$ cat config.mk
export PLATFORM = sky130hd
export DESIGN_NAME = fir_filter
export DESIGN_NICKNAME = d
export VERILOG_FILES = /design/src/rtl/fir_pkg.sv /design/src/rtl/fir_filter_tap_reg.sv /design/src/rtl/fir_filter.sv
export SDC_FILE = /design/constraint.sdc
export NUM_CORES = 1
export LEC_CHECK = 0
export CAP_MARGIN = 10
export CORE_MARGIN = 10
export CORE_UTILIZATION = 50
export CTS_CLUSTER_SIZE = 14
export DETAILED_ROUTE_END_ITERATION = 12
export PLACE_DENSITY = 0.67
export SETUP_SLACK_MARGIN = 0.2
export SKIP_LAST_GASP = 1
export SLEW_MARGIN = 20
export SYNTH_ARGS = -nofsm -noshare
export SYNTH_HDL_FRONTEND = slang
export SYNTH_SLANG_ARGS = --single-unit
$ cat constraint.sdc
create_clock -name clk -period 5.8 [get_ports clk]
set_clock_uncertainty 0.05 [all_clocks]
set_input_delay 1.45 -clock clk [delete_from_list [all_inputs] [get_ports clk]]
set_output_delay 1.45 -clock clk [all_outputs]
set_load 0.01 [all_outputs]
$ cat src/rtl/fir_pkg.sv
// Shared constants for the 5-tap symmetric low-pass FIR.
//   DATA_W    : input sample width (unsigned)
//   OUT_W     : output width (unsigned)
//   TAPS      : number of taps (fixed)
//   SUM_W     : width of the full-precision coefficient sum (max 2040)
//   COEF      : tap weights applied to d0..d4, all powers of two
//   OUT_SHIFT : right shift applied to the sum before registering
package fir_pkg;

    localparam int unsigned DATA_W    = 8;
    localparam int unsigned OUT_W     = 10;
    localparam int unsigned TAPS      = 5;
    localparam int unsigned SUM_W     = 11;
    localparam int unsigned OUT_SHIFT = 1;

    localparam int unsigned COEF [TAPS] = '{1, 2, 2, 2, 1};

    // Coefficients are powers of two, so each multiply reduces to a left shift.
    function automatic int unsigned coef_shift(input int unsigned coef);
        int unsigned s;
        s = 0;
        for (int unsigned i = 1; i < 32; i++) begin
            if ((32'd1 << i) == coef) begin
                s = i;
            end
        end
        return s;
    endfunction

endpackage

$ cat src/rtl/fir_filter_tap_reg.sv
// One delay-line stage of the FIR tap chain.
//   clk_i  : clock, rising edge
//   rst_ni : synchronous active-low clear
//   d_i    : sample from the previous stage (or the filter input)
//   q_o    : registered sample
module fir_tap_reg
    import fir_pkg::*;
#(
    parameter int unsigned WIDTH = DATA_W
) (
    input  logic             clk_i,
    input  logic             rst_ni,
    input  logic [WIDTH-1:0] d_i,
    output logic [WIDTH-1:0] q_o
);

    logic [WIDTH-1:0] q_q;

    always_ff @(posedge clk_i) begin
        if (!rst_ni) begin
            q_q <= '0;
        end else begin
            q_q <= d_i;
        end
    end

    assign q_o = q_q;

endmodule

$ cat src/rtl/fir_filter.sv
// 5-tap fixed-coefficient low-pass FIR, one sample in and one result out per clock.
//   clk     : clock, rising edge
//   rst     : synchronous active-low reset; clears the delay line and output
//   x       : unsigned input sample, captured every edge out of reset
//   dataout : registered filtered output, floor((d0 + 2d1 + 2d2 + 2d3 + d4) / 2)
module fir_filter
    import fir_pkg::*;
(
    input  logic              clk,
    input  logic              rst,
    input  logic [DATA_W-1:0] x,
    output logic [OUT_W-1:0]  dataout
);

    // taps[0] is the newest sample, taps[TAPS-1] the oldest.
    logic [DATA_W-1:0] taps [TAPS];
    logic [SUM_W-1:0]  terms [TAPS];

    logic [SUM_W-1:0] sum_01;
    logic [SUM_W-1:0] sum_23;
    logic [SUM_W-1:0] sum_0123;
    logic [SUM_W-1:0] sum_all;

    logic [OUT_W-1:0] dataout_d;
    logic [OUT_W-1:0] dataout_q;

    for (genvar i = 0; i < TAPS; i++) begin : g_taps
        logic [DATA_W-1:0] stage_in;

        if (i == 0) begin : g_head
            assign stage_in = x;
        end else begin : g_link
            assign stage_in = taps[i-1];
        end

        fir_tap_reg #(
            .WIDTH (DATA_W)
        ) u_tap (
            .clk_i  (clk),
            .rst_ni (rst),
            .d_i    (stage_in),
            .q_o    (taps[i])
        );

        // Zero-extend before shifting so the weighted tap cannot lose its top bits.
        assign terms[i] = SUM_W'(taps[i]) << coef_shift(COEF[i]);
    end

    // Balanced pairing; SUM_W covers the worst case of 2040 so no carry is lost.
    always_comb begin
        sum_01    = terms[0] + terms[1];
        sum_23    = terms[2] + terms[3];
        sum_0123  = sum_01 + sum_23;
        sum_all   = sum_0123 + terms[4];
        dataout_d = OUT_W'(sum_all >> OUT_SHIFT);
    end

    always_ff @(posedge clk) begin
        if (!rst) begin
            dataout_q <= '0;
        end else begin
            dataout_q <= dataout_d;
        end
    end

    assign dataout = dataout_q;

endmodule

Yosys cells after proc, flatten, opt, wreduce, memory -nomap -nowiden
Cells that the tools add are included.
{"block": "op_classes", "add_sub_neg": 4, "n_mul": 0, "div": 0, "reduce_logical": 0, "n_shift": 0, "eq_ne": 0, "bitwise": 0, "muxes": 0, "magnitude_cmp": 0}
{"op": "adder 11 bit", "n": 1}
{"op": "adder 11 x 8 -> 11 bit", "n": 1}
{"op": "adder 8 x 9 -> 10 bit", "n": 1}
{"op": "adder 9 x 9 -> 10 bit", "n": 1}
{"block": "totals", "mem_bits_ro": 0, "latch_bits": 0, "regBits": 50, "output_inout_bits": 10, "n_memories": 0, "input_bits": 10, "ram_bits": 0}

Longest topological paths before layout
Gate-level depths: netlist of run 1.
{"block": "depth", "word_depth": 3, "depth_mapped": 16, "mapped_depth_nobuf": 16}

Hierarchy
Synthesis of run 1 repeated with hierarchy kept, for this count alone.
{"block": "unflattened", "cells_unflattened": 247, "area_unflattened_um2": 2464.9}
{"mod": "fir_filter", "instances": 1, "area_each_um2": 1413.9, "cells_each": 167}
{"mod": "fir_tap_reg", "instances": 5, "area_each_um2": 210.2, "cells_each": 16}

Worst setup path before layout of run 1
No wires, ideal clock.
{"block": "synth_timing", "path_kind": "register to register", "start": "register g_taps[0].u_tap.q_q[1]", "end": "register dataout_q[8] (netlist: dataout[8])", "stages_incl_launch_ff": 17, "required_ps": 5630, "synth_period_minus_slack_ps": 3531, "slack_ps": 2269, "arrival_time_ps": 3361, "n_path_buf": 0, "cell_sequence": "dfxtp_1 > ha_1 > inv_1 > fa_1 > nor2b_4 > o31a_1 > or4_1 > nand3_1 > fa_1 > inv_1 > fa_1 > inv_1 > ha_1 > inv_1 > o31ai_1 > o21a_1 > nor3_1"}
{"block": "synth_between", "elab_chain_len": 3}
{"element": "start: declaration", "line_no": "fir_filter_tap_reg.sv:17", "rtl": "logic [WIDTH-1:0] q_q;"}
{"element": "start signal: assignment", "line_no": "fir_filter_tap_reg.sv:23", "rtl": "q_q <= d_i;"}
{"element": "adder 8 x 9 -> 10 bit", "line_no": "fir_filter.sv:51", "rtl": "sum_01 = terms[0] + terms[1];"}
{"element": "adder 11 bit", "line_no": "fir_filter.sv:53", "rtl": "sum_0123 = sum_01 + sum_23;"}
{"element": "adder 11 x 8 -> 11 bit", "line_no": "fir_filter.sv:54", "rtl": "sum_all = sum_0123 + terms[4];"}
{"element": "end signal: assignment", "line_no": "fir_filter.sv:62", "rtl": "dataout_q <= dataout_d;"}
{"element": "end: declaration", "line_no": "fir_filter.sv:25", "rtl": "logic [OUT_W-1:0] dataout_q;"}
No other way between the ends.
A chain may end at the register's enable or synchronous reset.

Worst setup path after layout of run 1
Same ends and word-level chain as after synthesis.

==> flow_metrics.env, run 1 <==
export IMPL_synthSimpleGateAreaFrac=0.169
export IMPL_yosysTopAreaCell="dfxtp_1"
export IMPL_nets=317
export IMPL_die_h_um=90.3
export IMPL_grt_pass1_vias=1693
export IMPL_critPathCaptureType="register"
export IMPL_rsz0062_at_grt="no"
export IMPL_synth_top_family_by_area="adder cells"
export IMPL_worst_setup_path_start_kind="register"
export IMPL_gp_congestion=0.773
export IMPL_seq_area_um2=1000
export IMPL_cts_tree="yes"
export IMPL_area_growth_pct=13.6
export IMPL_ir_drop_uv=109
export IMPL_initialDrtViolationCount=61
export IMPL_top_layer_used="met4"
export IMPL_vias=1661
export IMPL_crit_top_cell="inv_1"
export IMPL_power_density_nw_per_um2=240
export IMPL_initial_core_util=0.520
export IMPL_yosys_mux_area_fraction=0.00405
export IMPL_drt_first_pass_iters=4
export IMPL_leakagePower_uw=0.00126
export IMPL_drc=0
export IMPL_cts_root_buf="clkbuf_8"
export IMPL_via_per_inst=4.89
export IMPL_fp_dieArea_um2=8150
export IMPL_netlist_instances=252
export IMPL_grt_max_degree=47
export IMPL_worstPathMaxFanout=5
export IMPL_n_fill_cell=431
export IMPL_crit_chain="ha_1, inv_1, fa_1, nor2b_4, o31a_1, or4_1, nand3_1, fa_1, inv_1, fa_1, inv_1, ha_1, inv_1, o31ai_1, o21a_1, nor3_1"
export IMPL_die_w_um=90.3
export IMPL_setup_viol=0
export IMPL_ys_seq_area_frac=0.405
export IMPL_finalHoldViolCount=0
export IMPL_cp_slowest_stage_delay_ns=0.50
export IMPL_max_clock_path_buffers=2
export IMPL_crit_required_ns=5.93
export IMPL_hp_class="reg2reg"
export IMPL_cts_resized=0
export IMPL_core_area_um2=4750
export IMPL_cts_num_sinks=50
export IMPL_synth_compound_area_frac=0.102
export IMPL_layout_drive_gt1_share=0.0330
export IMPL_clock_latency_ns=0.30
export IMPL_yosys_warnings=0
export IMPL_finalSetupTns_ns=0
export IMPL_worst_slew_pin_slew_ns=0.429
export IMPL_drv_slew=0
export IMPL_fmax_mhz=265
export IMPL_wl_met1_um=1870
export IMPL_hold_buffers=0
export IMPL_grt_total_usage=0.108
export IMPL_grt_pass1_wl_um=7350
export IMPL_synthAdderAreaFrac=0.224
export IMPL_post_route_min_period_ns=3.77
export IMPL_routed_wl_um=3980
export IMPL_crit_type="reg2reg"
export IMPL_dp_hpwl_um=3050
export IMPL_post_cts_setup_buffers=0
export IMPL_fin_util=0.591
export IMPL_path_clk_slew_ns=0.09
export IMPL_wl_met3_um=170
export IMPL_h_tree_depth=2
export IMPL_avgSynthCellArea_um2=9.81
export IMPL_drtAntennaViolNets=0
export IMPL_synthXorXnorAreaFrac=0.0142
export IMPL_antenna_cells=0
export IMPL_multiInputGateArea_um2=1270
export IMPL_portBuffers=19
export IMPL_synthTopCellsByArea="dfxtp_1 (41%), fa_1 (14%), and2_1 (9.4%)"
export IMPL_max_cap_viol_count=0
export IMPL_placementRows=25
export IMPL_synthesis_area_um2=2470
export IMPL_synth_nets=296
export IMPL_antenna_found_initial=0
export IMPL_ys_ff_latch=50
export IMPL_wl_per_cell_um=11.7
export IMPL_overflow=0
export IMPL_crit_arrival_ns=3.90
export IMPL_cts_buffers=5
export IMPL_synth_cell_types=36
export IMPL_finalCritPeriodShare=0.651
export IMPL_outcome="finished clean"
export IMPL_ios=20
export IMPL_relSlewSlack=0.713
export IMPL_synth_top_area_frac=0.405
export IMPL_wl_met2_um=1880
export IMPL_slowest_stage="fa_1"
## power breakdown
part           internal [µW]  switching [µW]  leakage [µW]
combinational           55.7            60.6      0.000816
clock                   82.9             110     0.0000373
sequential               359            6.23      0.000409
total                    498             176       0.00126
## metal layers
layer	track usage	vias to the layer above
met5	0	-
met4	0.0398	0
met3	0.0357	9
met2	0.182	29
met1	0.125	776
li1	-	847
## registers in the layout, summed over array words and instances, names as in the netlist
| register | cells |
|---|---|
| g_taps.u_tap.q_o | 40 |
| dataout | 10 |
## per-stage QoR
step	hold slack [ns]	cells	setup WS (ns)	area, µm²	power [µW]
after CTS	0.428	340	2.00	2810	685
after detailed placement	0.406	333	2.02	2730	492
after global placement	0.404	333	2.09	2730	488
after global routing	0.451	340	1.74	2810	721
final	0.419	340	2.03	2810	674
after floorplan	0.372	252	2.27	2470	452
## cell usage after synthesis
master / instances
nor4_1: 3
nand4_1: 2
o21ai_0: 8
mux2i_1: 1
o21bai_1: 2
a31oi_1: 2
nor2_1: 12
ha_1: 17
o211ai_1: 3
xnor2_1: 3
o21a_1: 3
o31ai_1: 1
a211oi_1: 3
o211a_1: 1
or4_1: 1
or3_1: 1
inv_1: 47
a21oi_1: 7
dfxtp_1: 50
xor2_1: 1
nand2_1: 2
buf_2: 2
clkbuf_1: 4
o31a_1: 1
nor2b_1: 2
and2_1: 37
a2bb2oi_1: 1
o31ai_2: 1
a2111o_1: 1
a21o_1: 2
fa_1: 17
a2111oi_0: 1
nand3_1: 4
nor3_1: 6
nand2b_1: 2
nor2b_4: 1
## final cells by class
cell class              count  share of cell area
clock buffers               6              0.0258
clock inverters             1             0.00267
inverters                  47              0.0628
multi-input cells         149               0.452
flip-flops and latches     50               0.357
well taps                  67              0.0299
repair buffers             20              0.0704
## cells in the final DEF (no fill, tap or decap), types with 2 or more instances in the layout
| master | instances |
|---|---|
| a21o_1 | 2 |
| nor3_1 | 6 |
| dfxtp_1 | 50 |
| inv_1 | 47 |
| nand3_1 | 4 |
| fa_1 | 17 |
| nand2b_1 | 2 |
| a31oi_1 | 2 |
| o21ai_0 | 8 |
| nand4_1 | 2 |
| nor2_1 | 12 |
| xnor2_1 | 3 |
| o21a_1 | 3 |
| a21oi_1 | 7 |
| nor2b_1 | 2 |
| and2_1 | 37 |
| o211ai_1 | 3 |
| a211oi_1 | 3 |
| ha_1 | 17 |
| clkdlybuf4s50_1 | 19 |
| o21bai_1 | 2 |
| clkbuf_8 | 5 |
| nand2_1 | 2 |
| nor4_1 | 3 |
## worst paths after layout
check                                    startpoint                                end  slack [ns]  cells after the start
hold / removal    g_taps[0].u_tap.q_o[4]$_SDFF_PN0_  g_taps[1].u_tap.q_o[4]$_SDFF_PN0_        0.42                      1
setup reg to reg  g_taps[0].u_tap.q_o[1]$_SDFF_PN0_              dataout[8]$_SDFF_PN0_        2.03                     16
hold reg to reg   g_taps[0].u_tap.q_o[4]$_SDFF_PN0_  g_taps[1].u_tap.q_o[4]$_SDFF_PN0_        0.42                      1
setup / recovery  g_taps[0].u_tap.q_o[1]$_SDFF_PN0_              dataout[8]$_SDFF_PN0_        2.03                     16
## logic make-up after synthesis
kind of cell	count (synthesis)
flops	50
compound gates	37
mux	1
buf+inv	53
xor+xnor	4
fa+ha+maj	34
simple gates	73
## critical path: cells and delay by family (launching register included)
family                     cells  cell delay [ns]
AOI/OAI and AO/OA              3             0.65
adders and majority gates      5             1.96
buffers and inverters          4             0.27
DFF                            1             0.34
and+or+nand+nor                4             0.38
Note: power is estimated with default switching activity, not from simulation.
==> run 2, diff against run 1 <==
clock period = 3.95 ns   (was 5.8 ns; I/O delays follow)
==> run 2 against run 1 <==
Effect of this change:
- flip-flop and latch count did not move
- critical path type unchanged
- critical path depth fell by 1
- cell count rose by 0.59%
- cell area rose by 4.1%
- largest power group unchanged
==> flow_metrics.env, run 2 (synthesized netlist as in run 1, its figures left out) <==
export IMPL_grt_max_degree=47
export IMPL_ff2ff_setup_slack_ns=0.34
export IMPL_finalCritPeriodShare=0.914
export IMPL_die_w_um=90.3
export IMPL_clock_latency_ns=0.30
export IMPL_fin_util=0.614
export IMPL_cp_slowest_stage_delay_ns=0.52
export IMPL_outcome="finished clean"
export IMPL_cp_top_family="adder cells"
export IMPL_cts_buffers=5
export IMPL_layout_commonest_cell="dfxtp_1"
export IMPL_area_growth_pct=18.2
export IMPL_grt_pass1_wl_um=6910
export IMPL_finalSetupTns_ns=0
export IMPL_setup_viol=0
export IMPL_crit_required_ns=4.14
export IMPL_slowest_stage="fa_2"
export IMPL_cts_num_sinks=50
export IMPL_crit_chain="ha_4, inv_2, fa_2, inv_1, fa_1, inv_1, fa_1, inv_1, ha_2, inv_2, fa_2, nor2b_4, o31ai_4, a2111o_1, nand3_2"
export IMPL_ir_drop_uv=204
export IMPL_core_area_um2=4750
export IMPL_r2r_start="g_taps[1].u_tap.q_o[0]$_SDFF_PN0_"
export IMPL_antenna_cells=0
export IMPL_crit_arrival_ns=3.80
export IMPL_drv_slew=0
export IMPL_final_cell_mix="dfxtp_1 (48), inv_1 (44), and2_1 (37), clkdlybuf4s50_1 (19), fa_1 (15)"
export IMPL_antenna_found_initial=0
export IMPL_crit_type="reg2reg"
export IMPL_grt_pass1_vias=1626
export IMPL_min_delay_start="g_taps[3].u_tap.q_o[0]$_SDFF_PN0_"
export IMPL_nets=318
export IMPL_cts_root_buf="clkbuf_8"
export IMPL_worst_setup_path_start_kind="register"
export IMPL_leakagePower_uw=0.00129
export IMPL_placementRows=25
export IMPL_dp_hpwl_um=2820
export IMPL_routed_wl_um=3900
export IMPL_via_per_inst=4.66
export IMPL_h_tree_depth=2
export IMPL_worst_slew_pin_slew_ns=0.467
export IMPL_initialDrtViolationCount=61
export IMPL_largest_register_ffs=40
export IMPL_gp_congestion=0.767
export IMPL_drt_first_pass_iters=3
export IMPL_crit_top_cell="inv_1"
export IMPL_rsz0062_at_grt="no"
export IMPL_whs_endpoint="g_taps[4].u_tap.q_o[0]$_SDFF_PN0_"
export IMPL_drc=0
export IMPL_path_clk_slew_ns=0.09
export IMPL_critPathCaptureType="register"
export IMPL_finalHoldViolCount=0
export IMPL_worstPathMaxFanout=4
export IMPL_layout_drive_gt1_share=0.0982
export IMPL_fp_dieArea_um2=8150
export IMPL_ios=20
export IMPL_power_density_nw_per_um2=367
export IMPL_overflow=0
export IMPL_hp_class="reg2reg"
export IMPL_vias=1593
export IMPL_max_cap_viol_count=0
export IMPL_drtAntennaViolNets=0
export IMPL_cts_tree="yes"
export IMPL_wl_per_cell_um=11.4
export IMPL_relSlewSlack=0.688
export IMPL_post_route_min_period_ns=3.61
export IMPL_crit_buf_inv=5
export IMPL_n_fill_cell=436
export IMPL_fmax_mhz=277
export IMPL_r2r_end="dataout[7]$_SDFF_PN0_"
export IMPL_die_h_um=90.3
export IMPL_portBuffers=19
export IMPL_hold_path_depth=2
export IMPL_grt_total_usage=0.101
export IMPL_max_clock_path_buffers=2
export IMPL_rr_worst_depth=15
export IMPL_initial_core_util=0.520
==> run 2: timing repair <==
action,4_1_cts,5_1_grt
hold buffers,0,0
pin swaps,0,6
gates resized for setup,2,19
buffers inserted,0,1
endpoints found under the setup margin,2,4
==> run 2: through the flow <==
| stage | setup slack (ns) | instance area (µm²) | total power (µW) | hold WS (ns) | cells |
|---|---|---|---|---|---|
| 5_1_grt | 0.195 | 2920 | 1140 | 0.443 | 342 |
| 2_1_floorplan | 0.419 | 2470 | 663 | 0.372 | 252 |
| 6_report | 0.341 | 2920 | 1070 | 0.410 | 342 |
| 3_5_place_dp | 0.149 | 2730 | 720 | 0.402 | 333 |
| 4_1_cts | 0.187 | 2840 | 1070 | 0.424 | 341 |
| 3_3_place_gp | 0.249 | 2730 | 716 | 0.397 | 333 |
==> run 2: per-layer routing <==
metal	global-route usage	wire (µm)	up-vias
met5	0	0	-
met4	0.0438	76	0
met3	0.0349	156	6
met2	0.164	1690	21
met1	0.119	1980	716
li1	-	-	850
==> run 2: how the worst max path moves through the flow <==
stage,start,end,slack [ns],cells after the start
global placement,g_taps[1].u_tap.q_o[0]$_SDFF_PN0_,dataout[7]$_SDFF_PN0_,0.25,15
floorplan,g_taps[0].u_tap.q_o[1]$_SDFF_PN0_,dataout[8]$_SDFF_PN0_,0.42,16
finish,g_taps[1].u_tap.q_o[0]$_SDFF_PN0_,dataout[7]$_SDFF_PN0_,0.34,15
global route,g_taps[1].u_tap.q_o[0]$_SDFF_PN0_,dataout[7]$_SDFF_PN0_,0.20,15
detailed placement,g_taps[0].u_tap.q_o[1]$_SDFF_PN0_,dataout[8]$_SDFF_PN0_,0.15,16
CTS,g_taps[0].u_tap.q_o[1]$_SDFF_PN0_,dataout[8]$_SDFF_PN0_,0.19,16
==> run 2: final cells by class <==
type	count	area, µm²	area share
inverter	47	176	0.0604
timing repair buffer	21	205	0.0702
sequential	50	1000	0.343
clock buffer	7	76.3	0.0261
clock inverter	1	30.0	0.0103
multi-input combinational	149	1350	0.461
tap	67	83.8	0.0287
==> run 2: worst reg2reg max path, cell delays in order, from the launching register on <==
cell and delay (ns):
dfxtp_2 0.36, ha_4 0.15, inv_2 0.04, fa_2 0.52, inv_1 0.05, fa_1 0.47
inv_1 0.05, fa_1 0.46, inv_1 0.07, ha_2 0.18, inv_2 0.05, fa_2 0.40
nor2b_4 0.17, o31ai_4 0.10, a2111o_1 0.39, nand3_2 0.06
==> run 2: report_power, final <==
group	switching [µW]	internal [µW]	leakage, µW
clock	163	190	0.0000524
combinational	94.0	88.5	0.000828
sequential	9.24	528	0.000410
==> run 3, diff against run 2 <==
RECOVER_POWER = 100   (was not set)
==> run 3 against run 2 <==
Effect of this change:
- critical path depth is the same
- clock power about the same
- utilization fell by 0.34 points
- via count increased by 0.25%
- sequential share of layout area increased by 0.15 points
- die area is the same
- largest cell class unchanged
- clock-buffer cell count unchanged
- critical endpoint unchanged
==> flow_metrics.env, run 3 (synthesized netlist as in run 1, its figures left out) <==
export IMPL_slowest_stage="fa_2"
export IMPL_fp_dieArea_um2=8150
export IMPL_drv_slew=0
export IMPL_die_w_um=90.3
export IMPL_die_h_um=90.3
export IMPL_crit_top_cell="inv_1"
export IMPL_h_tree_depth=2
export IMPL_portBuffers=19
export IMPL_cp_slowest_stage_delay_ns=0.52
export IMPL_drtAntennaViolNets=0
export IMPL_cts_tree="yes"
export IMPL_setup_viol=0
export IMPL_final_cell_area_um2=2910
export IMPL_cts_root_buf="clkbuf_8"
export IMPL_antenna_cells=0
export IMPL_crit_required_ns=4.14
export IMPL_largest_register_ffs=40
export IMPL_drt_first_pass_iters=3
export IMPL_max_cap_viol_count=0
export IMPL_worst_setup_path_start_kind="register"
export IMPL_critPathCaptureType="register"
export IMPL_r2r_start="g_taps[0].u_tap.q_o[1]$_SDFF_PN0_"
export IMPL_cp_startpoint="g_taps[0].u_tap.q_o[1]$_SDFF_PN0_"
export IMPL_initialDrtViolationCount=56
export IMPL_layout_commonest_cell="dfxtp_1"
export IMPL_via_per_inst=4.67
export IMPL_vias=1597
export IMPL_area_growth_pct=17.6
export IMPL_grt_pass1_vias=1626
export IMPL_finalSetupTns_ns=0
export IMPL_hold_buffers=0
export IMPL_crit_buf_inv=5
export IMPL_post_route_min_period_ns=3.67
export IMPL_crit_type="reg2reg"
export IMPL_crit_chain="ha_1, inv_2, fa_2, inv_1, fa_1, inv_1, fa_1, inv_1, ha_1, inv_2, fa_2, nor2b_4, o31ai_4, a2111o_1, nand3_2"
export IMPL_finalHoldViolCount=0
export IMPL_ios=20
export IMPL_placementRows=25
export IMPL_power_density_nw_per_um2=366
export IMPL_layout_drive_gt1_share=0.0873
export IMPL_final_cell_mix="dfxtp_1 (49), inv_1 (44), and2_1 (32), fa_1 (15), ha_1 (15)"
export IMPL_dp_cells=333
export IMPL_nets=318
export IMPL_finalNonFillerCells=342
export IMPL_cp_top_family="adder cells"
export IMPL_routed_wl_um=3890
export IMPL_worst_slew_pin_slew_ns=0.467
export IMPL_wl_per_cell_um=11.4
export IMPL_max_clock_path_buffers=2
export IMPL_outcome="finished clean"
export IMPL_gp_congestion=0.767
export IMPL_cts_num_sinks=50
export IMPL_path_clk_slew_ns=0.09
export IMPL_leakagePower_uw=0.00132
export IMPL_clock_latency_ns=0.30
export IMPL_crit_arrival_ns=3.86
export IMPL_dp_hpwl_um=2820
export IMPL_relSlewSlack=0.688
export IMPL_worstPathMaxFanout=4
export IMPL_hp_class="reg2reg"
export IMPL_overflow=0
export IMPL_rsz0062_at_grt="no"
export IMPL_placedInstanceArea_um2=2730
export IMPL_fmax_mhz=272
export IMPL_fin_util=0.611
export IMPL_antenna_found_initial=0
export IMPL_finalCritPeriodShare=0.929
export IMPL_holdWs_ns=0.412
export IMPL_min_delay_start="g_taps[3].u_tap.q_o[0]$_SDFF_PN0_"
export IMPL_drc=0
export IMPL_core_area_um2=4750
export IMPL_ir_drop_uv=204
export IMPL_initial_core_util=0.520
export IMPL_grt_total_usage=0.101
export IMPL_cts_buffers=5
export IMPL_grt_pass1_wl_um=6910
export IMPL_grt_max_degree=47
run 3: area by class of cell:
class | count | area (µm²)
clock inverter | 1 | 30.0
inverter | 47 | 176
clock buffer | 7 | 76.3
timing repair buffer | 21 | 205
fill | 437 | 1850
multi-input combinational | 149 | 1330
tap | 67 | 83.8
sequential | 50 | 1000
run 3: layer usage:
metal | track usage | share of wire
met3 | 0.0349 | 0.039
met5 | 0 | 0
met4 | 0.0438 | 0.020
met2 | 0.164 | 0.43
met1 | 0.119 | 0.51
run 3: timing repair:
action | CTS | global route
buffers inserted | 0 | 1
resized for setup | 2 | 19
pin swaps | 0 | 6
hold endpoints to repair | 0 | 0
endpoints found under the setup margin | 2 | 4
run 3: final timing paths:
kind / cells past startpoint / to / slack, ns
worst max register to register: 15 / dataout[7]$_SDFF_PN0_ / 0.28
worst min register to register: 2 / g_taps[4].u_tap.q_o[0]$_SDFF_PN0_ / 0.41
worst max-delay path: 15 / dataout[7]$_SDFF_PN0_ / 0.28
worst min-delay path: 2 / g_taps[4].u_tap.q_o[0]$_SDFF_PN0_ / 0.41
run 3: worst reg2reg max path: cells and delay by family, from the launching register on:
family	cells	cell delay, ns
flops	1	0.33
fa+ha+maj	6	2.24
buf+inv	5	0.28
compound gates	2	0.49
simple gates	2	0.23
run 3: power breakdown:
| part | internal, µW | total [µW] | switching (µW) |
|---|---|---|---|
| Combinational | 83.2 | 177 | 93.9 |
| Sequential | 528 | 536 | 8.26 |
| Clock | 190 | 352 | 162 |
| Total | 800 | 1060 | 264 |
run 3: metrics by stage:
stage                     setup slack, ns  power, µW
final                               0.280       1060
after CTS                           0.187       1070
after detailed placement            0.149        720
after global routing               0.0940       1130
after floorplan                     0.419        663
after global placement              0.249        716
